## src/rtl/cordic_uv_ctrl_pkg.sv

```systemverilog
// Shared types for the UV CORDIC sequencer: FSM state encoding and operating-mode constants.
package cordic_uv_ctrl_pkg;

  typedef enum logic [2:0] {
    StIdle = 3'd0,
    StVec  = 3'd1,
    StGap  = 3'd2,
    StRot  = 3'd3,
    StDone = 3'd4
  } state_e;

  localparam logic MODE_VEC_ROT  = 1'b0;
  localparam logic MODE_ROT_ONLY = 1'b1;

  // States in which the iteration counter drives shift/count/sel.
  function automatic logic is_iter_state(state_e s);
    return (s == StVec) || (s == StRot);
  endfunction

endpackage

```

## src/rtl/cordic_sign_mem.sv

```systemverilog
// N_ITER-bit store of micro-rotation directions recorded while vectoring and replayed while rotating.
module cordic_sign_mem #(
  parameter int unsigned N_ITER     = 16,
  parameter int unsigned WIDTH_ADDR = 4
) (
  input  logic                  clk,
  input  logic                  rst,
  input  logic                  we,
  input  logic [WIDTH_ADDR-1:0] waddr,
  input  logic                  wdata,
  input  logic [WIDTH_ADDR-1:0] raddr,
  output logic                  rdata
);

  logic [N_ITER-1:0] mem_q;

  always_ff @(posedge clk or posedge rst) begin
    if (rst) begin
      mem_q <= '0;
    end else if (we) begin
      mem_q[waddr] <= wdata;
    end
  end

  assign rdata = mem_q[raddr];

endmodule

```

## src/rtl/cordic_uv_ctrl.sv

```systemverilog
// Sequencer for the 2x8 UV CORDIC array: vectoring on the pivot column, then rotation of all
// columns by replaying the recorded directions (or replay only, for the U/V update).
module cordic_uv_ctrl
  import cordic_uv_ctrl_pkg::*;
#(
  parameter int unsigned WIDTH_SHIFT_BIT = 4,
  parameter int unsigned WIDTH_INDEX     = 3,
  parameter int unsigned N_ITER          = 16
) (
  input  logic                       clk,
  input  logic                       rst,
  input  logic                       start,
  input  logic                       mode,
  input  logic [WIDTH_INDEX-1:0]     index_in,
  input  logic                       x_neg,
  input  logic [7:0]                 y_sign,
  output logic                       ce0,
  output logic                       ce1,
  output logic                       sel,
  output logic [WIDTH_SHIFT_BIT-1:0] shift,
  output logic [WIDTH_SHIFT_BIT-1:0] count,
  output logic                       sign_rotation,
  output logic                       sign_in,
  output logic [WIDTH_INDEX-1:0]     index,
  output logic                       busy,
  output logic                       done
);

  localparam logic [WIDTH_SHIFT_BIT-1:0] LastIter = WIDTH_SHIFT_BIT'(N_ITER - 1);

  state_e                     state_q, state_d;
  logic [WIDTH_SHIFT_BIT-1:0] iter_q, iter_d;
  logic [WIDTH_INDEX-1:0]     index_d;
  logic                       sign_in_d;
  logic                       vec_sign;
  logic                       mem_rdata;
  logic                       rot_sign_q;

  assign vec_sign = y_sign[index];

  cordic_sign_mem #(
    .N_ITER     (N_ITER),
    .WIDTH_ADDR (WIDTH_SHIFT_BIT)
  ) u_sign_mem (
    .clk   (clk),
    .rst   (rst),
    .we    (state_q == StVec),
    .waddr (iter_q),
    .wdata (vec_sign),
    .raddr (iter_d),
    .rdata (mem_rdata)
  );

  always_comb begin
    state_d   = state_q;
    iter_d    = iter_q;
    index_d   = index;
    sign_in_d = sign_in;
    case (state_q)
      StIdle: begin
        if (start) begin
          index_d   = index_in;
          sign_in_d = x_neg;
          iter_d    = '0;
          state_d   = (mode == MODE_ROT_ONLY) ? StRot : StVec;
        end
      end
      StVec: begin
        if (iter_q == LastIter) begin
          state_d = StGap;
          iter_d  = '0;
        end else begin
          iter_d = iter_q + 1'b1;
        end
      end
      StGap: begin
        state_d = StRot;
        iter_d  = '0;
      end
      StRot: begin
        if (iter_q == LastIter) begin
          state_d = StDone;
          iter_d  = '0;
        end else begin
          iter_d = iter_q + 1'b1;
        end
      end
      StDone:  state_d = StIdle;
      default: state_d = StIdle;
    endcase
  end

  // Outputs are decoded from the next state so they line up with the state they describe.
  always_ff @(posedge clk or posedge rst) begin
    if (rst) begin
      state_q    <= StIdle;
      iter_q     <= '0;
      index      <= '0;
      sign_in    <= 1'b0;
      ce0        <= 1'b0;
      ce1        <= 1'b0;
      sel        <= 1'b0;
      shift      <= '0;
      count      <= '0;
      busy       <= 1'b0;
      done       <= 1'b0;
      rot_sign_q <= 1'b0;
    end else begin
      state_q    <= state_d;
      iter_q     <= iter_d;
      index      <= index_d;
      sign_in    <= sign_in_d;
      ce0        <= (state_d == StRot) || ((state_d == StVec) && !index_d[WIDTH_INDEX-1]);
      ce1        <= (state_d == StRot) || ((state_d == StVec) && index_d[WIDTH_INDEX-1]);
      sel        <= is_iter_state(state_d) && (iter_d != '0);
      shift      <= is_iter_state(state_d) ? iter_d : '0;
      count      <= is_iter_state(state_d) ? (LastIter - iter_d) : '0;
      busy       <= (state_d != StIdle);
      done       <= (state_d == StDone);
      rot_sign_q <= (state_d == StRot) && mem_rdata;
    end
  end

  // Vectoring must follow the pivot's y sign in the same cycle.
  assign sign_rotation = (state_q == StVec) ? vec_sign : rot_sign_q;

endmodule

```

## config.mk

```make
export PLATFORM = sky130hd
export DESIGN_NAME = cordic_uv_ctrl
export DESIGN_NICKNAME = d
export VERILOG_FILES = /design/src/rtl/cordic_uv_ctrl_pkg.sv /design/src/rtl/cordic_sign_mem.sv /design/src/rtl/cordic_uv_ctrl.sv
export SDC_FILE = /design/constraint.sdc
export NUM_CORES = 1
export LEC_CHECK = 0
export CAP_MARGIN = 5
export CORE_AREA = 2 2 72 74
export DETAILED_ROUTE_END_ITERATION = 16
export DIE_AREA = 0 0 74 76
export DONT_BUFFER_PORTS = 1
export PLACE_DENSITY = 0.52
export SLEW_MARGIN = 0
export SYNTH_ARGS = -nofsm -noshare
export SYNTH_HDL_FRONTEND = slang
export SYNTH_HIERARCHICAL = 1
export SYNTH_SLANG_ARGS = --single-unit
```

## constraint.sdc

```tcl
create_clock -name clk -period 5.5 [get_ports clk]
set_input_delay 1.1 -clock clk [delete_from_list [all_inputs] [get_ports clk]]
set_output_delay 1.1 -clock clk [all_outputs]
set_load 0.005 [all_outputs]
```

==> results.ini <==
[critical_path]
cpMaxStageDelayCell=mux4_2
r2r-start=iter_q[0]$_DFF_PP0_
end_kind=output pin
critical-path-top-delay-family=multiplexers
critPathKind=in -> out
worstPathArrival_ns=2.26
crit_top_cell=mux2_2
cp_slowest_stage_delay_ns=0.44
startpoint_type=primary input
regToRegSetupSlack_ns=2.76
r2r_end=rot_sign_q$_DFF_PP0_
path_buf_inv=0
cp.required_ns=4.40
cp_max_fo=17
worstRegToRegCells=8
crit_chain=mux4_2 > mux2_2 > mux2_2

[detailed_routing]
drtIter0Drc=32
final_antenna_net_count=0
routed_wl_mm=3.52
viasPerCell=5.15
first_pass_iters=4
wl_per_cell_um=16.2
drc=0
vias=1122

[sta]
setup_tns_ns=0
hold_viol=0
min_period_ns=3.36
rsz0062_at_grt=no
max_freq_mhz=297
fin_crit_sh=0.611
drv_slew=0
slew_headroom=0.379
skew_ns=0.00771
setup_viol=0
worst_pin_slew_ns=0.931

[clocking]
post_cts_buffers=0
cts_root_buffer=clkbuf_8
cts_resized=0
cts-hold-fix-buffers=0
clock_latency_ns=0.29
numCtsBuffers=5
htree_levels=2
path_clk_slew_ns=0.07
cts_tree=built
clockBufferDepth=2
clock_sinks=41

[finish]
finalNetCount=165
syn_to_final_growth_pct=8.19
antenna_cells=0
drive_above_1_share=0.230
fillers=467
finish.utilization=0.417

[synthesis]
synth_top_area_frac=0.542
synth.distinct_cells=34
yosysTopAreaCell=dfrtp_1
synth_area_sq_mm=0.00189
synthCells=145
yosys-top-cells-area=dfrtp_1 54%, mux2_2 12%, mux4_1 5.5%
yosys_warnings=6
synth_nets=162
syn_avg_cell_area_sq_um=13.1
synth_seq_cells=41
ys_seq_area_frac=0.542

[placement]
dp_hpwl_mm=2.56
gp_congestion=0.731
portBuffers=0

[floorplanning]
num_rows=26
io_pins=34
die_width_um=74
initial_core_util=0.386
die_y_um=76
dieArea_sq_mm=0.00562
core_area_sq_mm=0.00491

[power]
p_leak_nw=0.883
max-vdd-ir-drop_uv=232
finalPower_mw=1.28
power.density_mw_per_mm2=623

[min_path]
hp-class=reg -> reg
hp-start=u_sign_mem/mem_q[2]$_DFFE_PP0P_
hold_path_depth=1
whs_endpoint=u_sign_mem/mem_q[2]$_DFFE_PP0P_

[status]
status=complete, no violations

[flow_run]
maxCapViolCount=0

[global_routing]
grt_usage=0.142
antenna_found_initial=0
grt_max_degree=26
grt_pass1_wl_mm=5.93
grt_overflow=0
grt_pass1_vias=1208

[cells by family after synthesis]
kind of cell / Yosys count / share of synthesized area
AOI/OAI and AO/OA: 11 / 0.0429
xor gates and xnor gates: 1 / 0.00462
muxes: 31 / 0.225
adders and majority gates: 1 / 0.00660
buffers and inverters: 9 / 0.0198
DFF: 41 / 0.542
and+or+nand+nor: 51 / 0.159
[metrics by stage]
stage / cells / instance area, sq um / setup slack (ns) / hold WS [ns]
5_1_grt: 218 / 2050 / 2.11 / 0.527
4_1_cts: 218 / 2050 / 2.13 / 0.509
6_report: 218 / 2050 / 2.14 / 0.501
2_1_floorplan: 145 / 1890 / 2.28 / 0.471
3_5_place_dp: 211 / 1960 / 2.13 / 0.492
3_3_place_gp: 211 / 1960 / 2.16 / 0.481
[flip-flops by register name, indices dropped and copies added, names as in the netlist]
register          count
shift                 4
count                 4
ce0                   1
iter_q                4
sign_in               1
rot_sign_q            1
ce1                   1
u_sign_mem/mem_q     16
index                 3
state_q               3
sel                   1
done                  1
busy                  1
[worst register-to-register path, delay by kind of cell (launching register included)]
kind,cells,cell delay [ns]
flip-flops,1,0.48
multiplexers,3,0.86
AO/OA/AOI/OAI,1,0.32
adder cells (fa/ha/maj),1,0.26
AND/OR/NAND/NOR,3,0.71
[metal layers]
metal | global-route usage | vias up | share of wire
met3 | 0.0450 | 8 | 0.034
met4 | 0.0655 | 0 | 0.020
li1 | - | 522 | -
met5 | 0 | - | 0
met2 | 0.212 | 21 | 0.50
met1 | 0.186 | 571 | 0.45
[cells in the final DEF, fill, tap and decap left out]
master	netlist	routed
nor2_1	17	17
o41a_1	1	1
or2_4	1	1
nand3_1	3	3
and2_1	2	2
xor2_1	1	1
a22o_1	2	2
o21ai_0	1	1
nor3_2	1	1
a21o_1	2	2
mux4_2	2	2
mux4_1	4	4
nand2b_1	4	4
clkbuf_8	0	6
o21a_1	2	2
nor3b_2	1	1
nand2_1	4	4
dfrtp_1	41	41
nor3_1	6	6
mux2_2	21	21
a211oi_1	1	1
nand2b_4	1	1
nand3b_1	3	3
or2b_1	1	1
mux2i_1	4	4
nor2b_1	1	1
and3b_1	1	1
clkbuf_1	1	1
ha_1	1	1
a21oi_1	2	2
and3_1	3	3
nor4b_4	1	1
nor3b_1	1	1
inv_1	5	5
[how the worst max path moves through the flow]
| stage | cells past startpoint | from | slack (ns) | endpoint |
|---|---|---|---|---|
| after floorplan | 3 | y_sign[7] | 2.28 | sign_rotation |
| after global placement | 3 | y_sign[7] | 2.16 | sign_rotation |
| after detailed placement | 3 | y_sign[7] | 2.13 | sign_rotation |
| after CTS | 3 | y_sign[7] | 2.13 | sign_rotation |
| after global routing | 3 | y_sign[7] | 2.11 | sign_rotation |
| final | 3 | y_sign[7] | 2.14 | sign_rotation |
[report_power, final]
part           switching, mW  internal (mW)  leakage [nW]
clock network         0.0925         0.0994        0.0443
logic                  0.250          0.271         0.349
registers              0.123          0.441         0.490
[cell usage after synthesis]
cell / number
ha_1: 1
mux4_1: 4
nor3_2: 1
nor3b_1: 1
o21ai_0: 1
nor3b_2: 1
nand2b_1: 4
o41a_1: 1
a21o_1: 2
and3_1: 3
nor2b_1: 1
nor2_1: 17
xor2_1: 1
nand2b_4: 1
and2_1: 2
nor3_1: 6
mux2_2: 21
buf_2: 3
a21oi_1: 2
mux2i_1: 4
mux4_2: 2
or2b_1: 1
nand3_1: 3
a22o_1: 2
inv_1: 5
dfrtp_1: 41
or2_4: 1
nor4b_4: 1
a211oi_1: 1
nand3b_1: 3
clkbuf_1: 1
nand2_1: 4
o21a_1: 2
and3b_1: 1
[cell type report]
cell class / count / area (sq um) / area share
Inverter: 5 / 18.8 / 0.00916
Clock buffer: 7 / 86.3 / 0.0421
Multi-Input combinational cell: 95 / 831 / 0.405
Sequential cell: 41 / 1030 / 0.501
Tap cell: 70 / 87.6 / 0.0427
Power figures use the tool's default switching activity.
